[config.mk]
export PLATFORM = sky130hd
export DESIGN_NAME = gray_counter
export DESIGN_NICKNAME = d
export VERILOG_FILES = /design/src/rtl/gray_counter.sv
export SDC_FILE = /design/constraint.sdc
export NUM_CORES = 1
export LEC_CHECK = 0
export CAP_MARGIN = 20
export CORE_AREA = 2 2 39 41
export CTS_CLUSTER_DIAMETER = 120
export DETAILED_ROUTE_END_ITERATION = 12
export DIE_AREA = 0 0 41 43
export HOLD_SLACK_MARGIN = 0.08
export PLACE_DENSITY = 0.72
export SYNTH_ARGS = -nofsm -noshare
export SYNTH_HDL_FRONTEND = slang
export SYNTH_SLANG_ARGS = --single-unit
[constraint.sdc]
create_clock -name clk -period 2.1 [get_ports clk]
set_input_delay 0.63 -clock clk [delete_from_list [all_inputs] [get_ports clk]]
set_output_delay 0.63 -clock clk [all_outputs]
set_load 0.1 [all_outputs]
[src/rtl/gray_counter.sv]
// Purpose : WIDTH-bit up/down counter with registered binary and Gray outputs plus wrap pulse.
// Latency : 1 cycle from sampled inputs to bin/gray/wrap; reset is asynchronous and immediate.
// Backpr. : none; the counter steps on every clock where en (or load) is high.
//
// Ports:
//   clk       rising-edge clock
//   rst       asynchronous active-high reset (bin <= RESET_VALUE, gray <= Gray(RESET_VALUE))
//   en        count enable, one step per clock
//   up        direction when stepping: 1 = increment, 0 = decrement
//   load      synchronous load strobe, wins over en
//   load_bin  binary value to load
//   bin       registered binary count
//   gray      registered Gray code of bin (bin ^ (bin >> 1)), updated on the same edge
//   wrap      registered pulse marking a wrap-around
//
// Build option GRAY_COUNTER_SAT_EN: saturate at 0 / all-ones instead of wrapping;
// wrap then flags every enabled step that is blocked at a limit.

module gray_counter #(
    parameter int WIDTH       = 4,
    parameter int RESET_VALUE = 0
) (
    input  logic             clk,
    input  logic             rst,
    input  logic             en,
    input  logic             up,
    input  logic             load,
    input  logic [WIDTH-1:0] load_bin,
    output logic [WIDTH-1:0] bin,
    output logic [WIDTH-1:0] gray,
    output logic             wrap
);

    localparam logic [WIDTH-1:0] RST_BIN  = RESET_VALUE[WIDTH-1:0];
    localparam logic [WIDTH-1:0] ALL_ONES = {WIDTH{1'b1}};
    localparam logic [WIDTH-1:0] ZERO     = {WIDTH{1'b0}};
    localparam logic [WIDTH-1:0] ONE      = {{(WIDTH-1){1'b0}}, 1'b1};

    function automatic logic [WIDTH-1:0] to_gray(input logic [WIDTH-1:0] b);
        return b ^ (b >> 1);
    endfunction

    localparam logic [WIDTH-1:0] RST_GRAY = RST_BIN ^ (RST_BIN >> 1);

    logic [WIDTH-1:0] bin_q,  bin_d;
    logic [WIDTH-1:0] gray_q, gray_d;
    logic             wrap_q, wrap_d;
    logic             at_top, at_bot;

    assign at_top = (bin_q == ALL_ONES);
    assign at_bot = (bin_q == ZERO);

    always_comb begin
        bin_d  = bin_q;
        wrap_d = 1'b0;
        if (load) begin
            bin_d = load_bin;
        end else if (en) begin
            if (up) begin
                // wrap flags the step taken from the top limit, whether it
                // rolls over (default) or is held there (saturating build).
                wrap_d = at_top;
`ifdef GRAY_COUNTER_SAT_EN
                if (!at_top) begin
                    bin_d = bin_q + ONE;
                end
`else
                bin_d = bin_q + ONE;
`endif
            end else begin
                wrap_d = at_bot;
`ifdef GRAY_COUNTER_SAT_EN
                if (!at_bot) begin
                    bin_d = bin_q - ONE;
                end
`else
                bin_d = bin_q - ONE;
`endif
            end
        end
        // Gray is derived from the next binary value so both registers
        // update on the same edge and are never skewed.
        gray_d = to_gray(bin_d);
    end

    always_ff @(posedge clk or posedge rst) begin
        if (rst) begin
            bin_q  <= RST_BIN;
            gray_q <= RST_GRAY;
            wrap_q <= 1'b0;
        end else begin
            bin_q  <= bin_d;
            gray_q <= gray_d;
            wrap_q <= wrap_d;
        end
    end

    assign bin  = bin_q;
    assign gray = gray_q;
    assign wrap = wrap_q;

endmodule

==> After elaboration in Yosys (flattened, before gate mapping) <==
Cells that the tools add are included.
{ "totals": {"elab_cells": 14, "in_bits": 9, "out_inout_bits": 9, "regBits": 9} }
{ "op_classes": {"n_eq_ne": 1, "n_reduce_logical": 1, "add_sub_neg": 2, "n_mux": 6, "bitwise": 1} }
{ "ops": {"columns": ["operator", "count"], "rows": [
  ["$mux W4", 3],
  ["$add A4 B1 Y4 const B", 1],
  ["$eq A4 B4 Y1 const B", 1],
  ["$logic_not A4 Y1", 1],
  ["$sub A4 B1 Y4 const B", 1],
  ["$xor A4 B3 Y4", 1],
  ["$mux W1", 3]
]} }

==> Logic depth before layout (Yosys ltp) <==
{ "logic_depth": {"ltp_word": 5, "mapped_depth": 6, "mapped_depth_nobuf": 6} }

==> Worst setup path before layout <==
OpenSTA, ideal clock, no wires.
{ "synth_path": {"path_type": "reg-to-reg", "start": "reg bin_q[2], in the netlist bin[2]", "end": "reg gray_q[2], in the netlist gray[2]", "path_stages_with_launch": 6, "slack_ps": -154, "period_less_slack_ps": 2254, "setup_time_ps": 132, "arrival_ps": 2122, "n_path_buf": 0, "required_ps": 1968, "path_cell_list": "dfrtp_1 > ha_1 > a21oi_1 > a211oi_1 > or3_4 > xor2_1"} }
{ "synth_between": {"elab_chain_len": 5, "word_cells_on_any_way": 6, "classes_between": "add/sub: 2; mux: 3; bitwise: 1"} }
{ "synth_lines": {"columns": ["element", "line_no", "text"], "rows": [
  ["start, declared", "45", "logic [WIDTH-1:0] bin_q, bin_d;"],
  ["start signal, assigned", "92", "bin_q <= bin_d;"],
  ["$sub A4 B1 Y4 / $add A4 B1 Y4 (equally long branches)", "77, 68", null],
  ["$mux W4 (*)", "59", "if (up) begin"],
  ["$mux W4 (*)", "58", "end else if (en) begin"],
  ["$mux W4 (*)", "56", "if (load) begin"],
  ["via bin_d[3]", "45", null],
  ["$xor A4 B3 Y4 (*)", "40", "return b ^ (b >> 1);"],
  ["via gray_d[2]", "46", "logic [WIDTH-1:0] gray_q, gray_d;"],
  ["end signal, assigned", "93", "gray_q <= gray_d;"],
  ["end, declared", "46", null]
]} }
The timed path passes the listed nets; every way through them passes the cells marked *.

==> Worst setup path after layout <==
{ "layout_path": {"start": "in up", "end": "reg gray_q[0], in the netlist gray[0]"} }
{ "layout_between": {"elab_chain_len": 4} }
{ "layout_lines": {"columns": ["element", "line_no", "text"], "rows": [
  ["start, declared", "26", "input logic up,"],
  ["$mux W4", "59", null],
  ["$mux W4", "58", null],
  ["$mux W4", "56", null],
  ["$xor A4 B3 Y4", "40", null],
  ["via gray_d[0]", "46", null]
]} }
The timed path passes the listed nets, and every way through them passes these cells.

==> results.py <==
metrics = {
    "global_routing": {
        "grt-ovfl-total": 0,
        "met1_usage_pct": 16.7,
        "antenna_found_initial": 0,
        "grt_pass1_wl_um": 1500,
        "grt_pass1_vias": 331,
        "grtUsageTotal_pct": 13.0,
        "grt_max_degree": 9,
        "busiest_layer": "met2",
        "use_met3_pct": 8.38,
        "gr-usage-met2_pct": 17.5,
    },
    "power": {
        "powerDensity_nw_per_um2": 1110,
        "power_uw": 885,
        "p_leak_uw": 0.000362,
        "peakVddDrop_uv": 635,
    },
    "worst_setup_path": {
        "endpoint_kind": "flip-flop",
        "critPathRequiredTime_ps": 2270,
        "r2r_start": "bin[1]$_DFF_PP0_",
        "crit_type": "primary input to flip-flop",
        "cp.arrival_ps": 2030,
        "crit_fanout": 3,
        "worstSetupStartpoint": "up",
        "cp-start-kind": "primary input",
    },
    "clock_tree": {
        "clockRootBuffer": "clkbuf_4",
        "cts_tree": "done",
        "clkTransAtPathRegs_ps": 50,
        "hold_buffers": 0,
        "htreeDepth": 1,
        "worstSkewPairLatency_ps": 250,
        "clockBufferDepth": 2,
        "cts_setup_buffers": 0,
        "clock_sinks": 8,
        "cts_inserted_buffers": 3,
    },
    "route": {
        "wl_per_cell_um": 11.4,
        "detail-route-antenna-nets": 0,
        "via_per_inst": 4.69,
        "finalWirelength_um": 958,
        "detail_route.drc_violations": 0,
        "drt_iter0_drc": 7,
        "num_vias": 394,
        "firstDrtPassIters": 3,
    },
    "finish": {
        "n_antenna_cell": 0,
        "multi_input_comb_area_sq_um": 246,
        "final_common_cell": "buf_12",
        "layout_common_cells": "buf_12, clkdlybuf4s50_1, buf_4",
        "drive_gt1_share_pct": 36.8,
        "seq_area_sq_um": 204,
        "finalNetCount": 81,
        "fillers": 120,
        "final_cells": 84,
        "post-route-util_pct": 57.8,
        "area_growth_pct": 75.1,
    },
    "timing": {
        "setup_viol": 0,
        "fmax_mhz": 538,
        "relSlewSlack_pct": 77.2,
        "fin_crit_sh_pct": 88.5,
        "rsz0062_at_grt": "no",
        "hold_viol_final": 0,
        "holdWs_ps": 618,
        "drv_slew": 0,
        "worstMarginPinSlew_ps": 342,
        "finalClockSkew_ps": 3.22,
        "period_needed_ps": 1860,
    },
    "synthesis": {
        "yosys_register_bits": 8,
        "syn_area_sq_um": 457,
        "ys_types": 22,
        "ys_seq_area_share_pct": 43.8,
        "syn-instance-count": 43,
        "synthesis.nets": 55,
        "avgSynthCellArea_sq_um": 10.6,
        "yosysWarningCount": 0,
    },
    "floorplan": {
        "start_util_pct": 33.0,
        "core_sq_um": 1380,
        "pin_count": 18,
        "dieArea_sq_um": 1760,
        "die_w_um": 41,
        "fp-row-count": 14,
        "die_h_um": 43,
    },
    "placed_design": {
        "portBuffers": 17,
        "place_inst": 80,
        "hpwl_um": 783,
        "place_congestion": 0.696,
    },
    "run": {
        "cap_violations": 0,
    },
    "worst_hold_path": {
        "min_path_type": "primary input to asynchronous set/reset pin",
    },
    "outcome": {
        "status": "finished clean",
    },
}
==> critical path: stages <==
cell           delay [ps]
dlygate4sd2_1         250
inv_2                  90
fa_1                  430
mux2i_1               160
nor2_1                 60
a21oi_1               140
buf_4                 150
xnor2_1               110
==> path summary, 6_finish.rpt <==
kind	to	slack, ps	depth (start not counted)
max in group asynchronous	bin[1]$_DFF_PP0_	1230	2
hold / removal	wrap$_DFF_PP0_	620	2
setup reg to reg	gray[2]$_DFF_PP0_	410	6
min in group clk	wrap$_DFF_PP0_	670	2
hold reg to reg	wrap$_DFF_PP0_	670	2
setup / recovery	gray[0]$_DFF_PP0_	240	8
==> per-stage QoR <==
step                      area (sq um)  TNS [ps]  worst slack, ps
after global routing               800         0              186
after CTS                          800         0              210
after detailed placement           758     -1740             -393
after floorplan                    460         0             66.3
final                              800         0              242
after global placement             758     -1430             -343
==> cell type report <==
type	instances	area share (%)
Clock buffer	4	3.29
Multi-Input combinational cell	30	30.8
Timing Repair Buffer	23	36.5
Tap cell	16	2.50
Inverter	3	1.41
Sequential cell	8	25.5
==> cell families (layout without fill, tap and decap cells) <==
kind of cell	count (synthesis)	count (layout)	synth area share [%]
xor gates and xnor gates	6	6	11.5
muxes	2	2	4.38
and+or+nand+nor	12	12	15.3
AOI/OAI and AO/OA	7	7	9.31
adders and majority gates	3	3	9.86
DFF	8	8	43.8
buffers and inverters	5	30	5.75
==> where the power goes <==
group          switching, uW  internal, uW
sequential              48.7           187
clock                   49.2          72.5
combinational            323           205
==> sequential cells by signal (all words and copies together), names as in the netlist <==
name  cells
bin       4
gray      3
wrap      1
==> cells in the mapped netlist <==
master	n	area, sq um
fa_1	1	20.0
or4_1	1	7.51
xor2_1	2	17.5
o21ai_1	1	5.00
a211oi_1	1	7.51
nand2_1	2	7.51
or2b_1	1	7.51
nand3_1	1	5.00
or3_4	1	11.3
nor2_1	4	15.0
and3_1	1	6.26
inv_1	3	11.3
and4b_1	1	10.0
o21ai_0	1	5.00
buf_4	2	15.0
a31oi_1	1	6.26
a22o_1	1	8.76
xnor2_1	4	35.0
dfrtp_1	8	200
ha_1	2	25.0
mux2i_1	2	20.0
a21oi_1	2	10.0
==> layer usage <==
metal / routed length (um) / vias up / part of all wire, %
met5: 0 / - / 0
met1: 405 / 180 / 42
li1: - / 198 / -
met2: 467 / 16 / 49
met3: 85 / 0 / 8.9
met4: 0 / 0 / 0
==> what timing repair did <==
item                       4_1_cts  5_1_grt
gates resized for setup          4        0
setup endpoints to repair        5        0
hold endpoints to repair         0        0
No activity file was read; power rests on OpenSTA's default activity.
